**src/rtl/hssi_rst_seq_pkg.sv**
```systemverilog
// HSSI reset sequencer shared types and defaults.
package hssi_rst_seq_pkg;

  typedef enum logic [1:0] {
    S_IDLE    = 2'd0,
    S_ASSERT  = 2'd1,
    S_HOLD    = 2'd2,
    S_RELEASE = 2'd3
  } state_t;

  localparam int NUM_CH_DEF      = 4;
  localparam int TIMEOUT_CYC_DEF = 1024;

endpackage

```
**src/rtl/rst_seq_tmr.sv**
```systemverilog
// Ack-wait timer: counts while enabled, flags the last allowed cycle.
module rst_seq_tmr
  import hssi_rst_seq_pkg::*;
#(
  parameter int TIMEOUT_CYC = TIMEOUT_CYC_DEF
) (
  input  logic i_clk,
  input  logic i_rst,
  input  logic clear,
  input  logic enable,
  output logic expired
);

  localparam logic [15:0] LAST = 16'(TIMEOUT_CYC - 1);

  logic [15:0] cnt;

  assign expired = enable && (cnt == LAST);

  always_ff @(posedge i_clk) begin
    if (i_rst || clear) begin
      cnt <= '0;
    end else if (enable && !expired) begin
      cnt <= cnt + 16'd1;
    end
  end

endmodule

```
**src/rtl/hssi_rst_seq.sv**
```systemverilog
// HSSI channel reset sequencer: ordered assert, hold, ordered release.
// Optional ack timeout enabled by defining HSSI_RST_SEQ_TIMEOUT_EN.
module hssi_rst_seq
  import hssi_rst_seq_pkg::*;
#(
  parameter int NUM_CH      = NUM_CH_DEF,
  parameter int TIMEOUT_CYC = TIMEOUT_CYC_DEF
) (
  input  logic              i_clk,
  input  logic              i_rst,
  input  logic              i_rst_req,
  input  logic [NUM_CH-1:0] i_ch_ack,
  output logic [NUM_CH-1:0] o_ch_rst,
  output logic              o_ready,
  output logic              o_timeout_err,
  output logic [3:0]        o_err_ch
);

  if (NUM_CH < 1 || NUM_CH > 16 ||
      TIMEOUT_CYC < 2 || TIMEOUT_CYC > 65535) begin : g_bad_cfg
    $error("hssi_rst_seq: parameter out of range");
  end

  localparam logic [NUM_CH-1:0] ONE  = NUM_CH'(1);
  localparam logic [3:0]        LAST = 4'(NUM_CH - 1);

  state_t            state_q, state_n;
  logic [3:0]        idx_q, idx_n;
  logic [NUM_CH-1:0] ch_rst_q, ch_rst_n;
  logic [NUM_CH-1:0] sel, sel_nx;
  logic              ready_q, ready_n;
  logic              ack_hi;
  logic              expired;

  assign sel    = ONE << idx_q;
  assign sel_nx = ONE << (idx_q + 4'd1);
  assign ack_hi = |(i_ch_ack & sel);

  always_ff @(posedge i_clk) begin
    if (i_rst) begin
      state_q  <= S_IDLE;
      idx_q    <= '0;
      ch_rst_q <= '0;
      ready_q  <= 1'b0;
    end else begin
      state_q  <= state_n;
      idx_q    <= idx_n;
      ch_rst_q <= ch_rst_n;
      ready_q  <= ready_n;
    end
  end

  always_comb begin
    state_n  = state_q;
    idx_n    = idx_q;
    ch_rst_n = ch_rst_q;
    unique case (state_q)
      S_IDLE: begin
        if (i_rst_req) begin
          state_n  = S_ASSERT;
          idx_n    = '0;
          ch_rst_n = ch_rst_q | ONE;
        end
      end
      S_ASSERT: begin
        if (ack_hi || expired) begin
          if (idx_q == LAST) begin
            state_n = S_HOLD;
          end else begin
            idx_n    = idx_q + 4'd1;
            ch_rst_n = ch_rst_q | sel_nx;
          end
        end
      end
      S_HOLD: begin
        if (!i_rst_req) begin
          state_n  = S_RELEASE;
          idx_n    = '0;
          ch_rst_n = ch_rst_q & ~ONE;
        end
      end
      S_RELEASE: begin
        // A new request restarts assertion from channel 0 at once.
        if (i_rst_req) begin
          state_n  = S_ASSERT;
          idx_n    = '0;
          ch_rst_n = ch_rst_q | ONE;
        end else if (!ack_hi || expired) begin
          if (idx_q == LAST) begin
            state_n = S_IDLE;
          end else begin
            idx_n    = idx_q + 4'd1;
            ch_rst_n = ch_rst_q & ~sel_nx;
          end
        end
      end
    endcase
    ready_n = (state_n == S_IDLE) && (ch_rst_n == '0);
  end

  assign o_ch_rst = ch_rst_q;
  assign o_ready  = ready_q;

`ifdef HSSI_RST_SEQ_TIMEOUT_EN
  logic       tmr_clr, tmr_en, miss;
  logic       err_q;
  logic [3:0] err_ch_q;

  assign tmr_en  = (state_q == S_ASSERT) || (state_q == S_RELEASE);
  assign tmr_clr = (state_n != state_q) || (idx_n != idx_q);

  rst_seq_tmr #(
    .TIMEOUT_CYC(TIMEOUT_CYC)
  ) u_tmr (
    .i_clk  (i_clk),
    .i_rst  (i_rst),
    .clear  (tmr_clr),
    .enable (tmr_en),
    .expired(expired)
  );

  assign miss = expired &&
    ((state_q == S_ASSERT && !ack_hi) ||
     (state_q == S_RELEASE && !i_rst_req && ack_hi));

  always_ff @(posedge i_clk) begin
    if (i_rst) begin
      err_q    <= 1'b0;
      err_ch_q <= '0;
    end else if (miss) begin
      err_q <= 1'b1;
      if (!err_q) err_ch_q <= idx_q;
    end
  end

  assign o_timeout_err = err_q;
  assign o_err_ch      = err_ch_q;
`else
  assign expired       = 1'b0;
  assign o_timeout_err = 1'b0;
  assign o_err_ch      = 4'd0;
`endif

endmodule

```
**config.mk**
```make
export PLATFORM = sky130hd
export DESIGN_NAME = hssi_rst_seq
export DESIGN_NICKNAME = d
export VERILOG_FILES = /design/src/rtl/hssi_rst_seq_pkg.sv /design/src/rtl/rst_seq_tmr.sv /design/src/rtl/hssi_rst_seq.sv
export SDC_FILE = /design/constraint.sdc
export NUM_CORES = 1
export LEC_CHECK = 0
export BUFFER_PORTS_ARGS = -buffer_cell sky130_fd_sc_hd__buf_2
export CORE_MARGIN = 3
export CORE_UTILIZATION = 25
export CTS_BUF_LIST = sky130_fd_sc_hd__clkbuf_8
export DETAILED_ROUTE_END_ITERATION = 10
export PLACE_DENSITY_LB_ADDON = 0.12
export SYNTH_ARGS = -nofsm -noshare
export SYNTH_HDL_FRONTEND = slang
export SYNTH_SLANG_ARGS = --single-unit
```
**constraint.sdc**
```tcl
create_clock -name i_clk -period 2.95 [get_ports i_clk]
set_clock_uncertainty 0.15 [all_clocks]
set_input_delay 0.4425 -clock i_clk [delete_from_list [all_inputs] [get_ports i_clk]]
set_output_delay 0.4425 -clock i_clk [all_outputs]
set_load 0.02 [all_outputs]
```
==> reports/metrics.yaml <==
timing:
  fmax_mhz: 419
  layout_min_cycle_time_ns: 2.39
  maxSlewHeadroom_pct: 64.7
  worst_pin_slew_ns: 0.528
  final_max_slew_viol_count: 0
  fin_ws_ns: 0.561
  fin_crit_sh_pct: 81.0
  finalHoldViolations: 0
  rsz0062_at_grt: "false"
  hold_slack_ns: 0.366
  setup_violations: 0
  tns_ns: 0
worst_setup_path:
  reg2reg_depth: 6
  endpoint_kind: "register"
  worst-setup-path-type: "reg -> reg"
  worstPathRequired_ns: 2.93
  worstPathArrival_ns: 2.37
  r2r_end: "o_ready"
  cp_max_fo: 7
  critPathLaunchType: "register"
  r2r-start: "idx_q[1]"
  rrSetupSlack_ns: 0.56
synth:
  ys_types: 46
  synth.ff_latch_count: 11
  yosysTopAreaCellShare_pct: 25.3
  synthesis.instances: 107
  synthArstFlopShare_pct: 0
  ys.flop_type: "dfxtp_1"
  syn_area_um2: 870
  yosysWarnings: 0
  avgSynthCellArea_um2: 8.13
  synth_top_area_cell: "dfxtp_1"
  synth-seq-area-share_pct: 25.3
  synth_edf_count: 0
  synth.area.top_cells: "dfxtp_1 (25%), mux2i_4 (5.2%), buf_4 (4.3%), nor2_1 (4.3%), a21oi_1 (4.0%)"
power:
  peakVddDrop_uv: 264
  total_power_w: 0.000434
  power_density_mw_per_mm2: 447
  power_leakage_nw: 0.378
layout:
  syn_to_final_growth_pct: 11.8
  layout-drive-gt1-share_pct: 24.3
  fill_cells: 349
  nNetsFinal: 124
  final_util_pct: 30.6
  antenna_cells: 0
die:
  die_h_um: 65.0
  core_area_mm2: 0.00318
  dieArea_mm2: 0.00422
  die_w_um: 65.0
  placementRows: 20
  initial_utilization_pct: 27.4
  io_pins: 17
routing:
  drt_iter0_markers: 29
  vias: 785
  wl_mm: 2.03
  drc: 0
  firstDrtPassIters: 4
  drtAntennaViolNets: 0
  wl_per_cell_um: 12.8
  via_per_inst: 4.94
min_path:
  worst_hold_startpoint: "i_rst"
  hold_end: "o_ch_rst[2]"
  hp-class: "in -> reg"
  whs_path_depth: 2
global_route:
  grt_pass1_vias: 750
  antenna_found_initial: 0
  grt_pass1_wl_mm: 3.66
  overflow: 0
  grt_util_all_layers_pct: 11.0
  grt_max_degree: 16
cts:
  cts_tree: "yes"
  cts_root_buf: "clkbuf_8"
  worstSkewPairLatency_ns: 0.24
  cts_hold_buffers: 0
  cts.sinks: 11
  postCtsSetupBuffers: 0
  clk_pin_slew_ns: 0.05
  htree_levels: 1
  cts_buffers: 3
  cts_resized: 0
  cts_buffer_depth: 2
place:
  gp_congestion: 0.726
  portBuffers: 11
  dp_hpwl_mm: 1.48
  dpl_worst_slack_ns: 0.566
status:
  status: "finished clean"
job:
  drv_cap: 0
## critical path: stages, from the launching register on
cell and delay, ns:
dfxtp_1 0.42, ha_1 0.32, or4b_1 0.58, nor3_1 0.32
nor3_1 0.08, a211o_1 0.27, and4_1 0.14
## final cells by class
class | count | area (µm²) | share of cell area (%)
clock buffers | 3 | 41.3 | 4.25
repair buffers | 12 | 62.6 | 6.44
multi-input cells | 85 | 578 | 59.5
inverters | 3 | 11.3 | 1.16
well taps | 44 | 55.1 | 5.66
flip-flops and latches | 11 | 220 | 22.7
clock inverters | 1 | 3.75 | 0.386
## flip-flops by register name (all words and copies together), names as in the netlist
name	flops
state_q	2
idx_q	4
o_ch_rst	4
o_ready	1
## per-layer routing
| metal | vias to the layer above | routed length [µm] | part of all wire, % | track usage [%] |
|---|---|---|---|---|
| met2 | 34 | 788 | 39 | 14.6 |
| li1 | 402 | - | - | - |
| met3 | 2 | 146 | 7.2 | 3.29 |
| met4 | 0 | 14 | 0.69 | 3.96 |
| met1 | 347 | 1080 | 53 | 16.4 |
| met5 | - | 0 | 0 | 0 |
## metrics by stage
step	area (µm²)	cells
2_1_floorplan	885	111
3_3_place_gp	927	155
3_5_place_dp	927	155
4_1_cts	972	159
5_1_grt	972	159
6_report	972	159
## synth_stat cells, types with 2 or more instances
master / number
a211o_1: 2
a211oi_1: 3
a21oi_1: 7
buf_2: 3
buf_4: 5
clkbuf_1: 2
dfxtp_1: 11
inv_1: 3
mux2i_4: 2
nand2_1: 6
nand2b_1: 2
nor2_1: 10
nor2b_1: 3
nor3_1: 7
nor4_1: 2
o211ai_1: 2
o21ai_0: 4
o31ai_1: 2
or3_1: 3
xor2_1: 2
## where the power goes
part / switching (W) / leakage [nW] / internal (W) / total, W
Combinational: 0.0000667 / 0.262 / 0.0000486 / 0.000115
Sequential: 0.0000115 / 0.0897 / 0.000157 / 0.000169
Clock: 0.0000587 / 0.0269 / 0.0000916 / 0.000150
Total: 0.000137 / 0.378 / 0.000297 / 0.000434
## layout by cell type (no fill, tap or decap), types with 3 or more instances in the layout
| cell type | instances |
|---|---|
| conb_1 | 5 |
| buf_2 | 11 |
| nor2_1 | 10 |
| inv_1 | 4 |
| nor3_1 | 7 |
| clkbuf_8 | 3 |
| dfxtp_1 | 11 |
| o21ai_0 | 4 |
| nand2_1 | 6 |
| a21oi_1 | 7 |
| a211oi_1 | 3 |
| nor2b_1 | 3 |
| or3_1 | 3 |
## worst max-delay path by stage
stage,depth (start not counted),to,startpoint
final,6,o_ready,idx_q[1]
after global placement,6,o_ready,idx_q[1]
after floorplan,6,o_ready,idx_q[0]
after detailed placement,6,o_ready,idx_q[1]
after global routing,6,o_ready,idx_q[1]
after CTS,6,o_ready,idx_q[1]
## cells by family (layout without fill, tap and decap cells)
kind of cell    count (synthesis)  in the layout  synth area share, %
compound gates                 27             27                 23.2
xor+xnor                        3              3                 3.02
fa+ha+maj                       1              1                 1.44
buf+inv                        15             19                 9.93
flops                          11             11                 25.3
mux                             3              3                 6.33
other cells                     1              5                0.431
simple gates                   46             46                 30.4
Note: power is estimated with default switching activity, not from simulation.
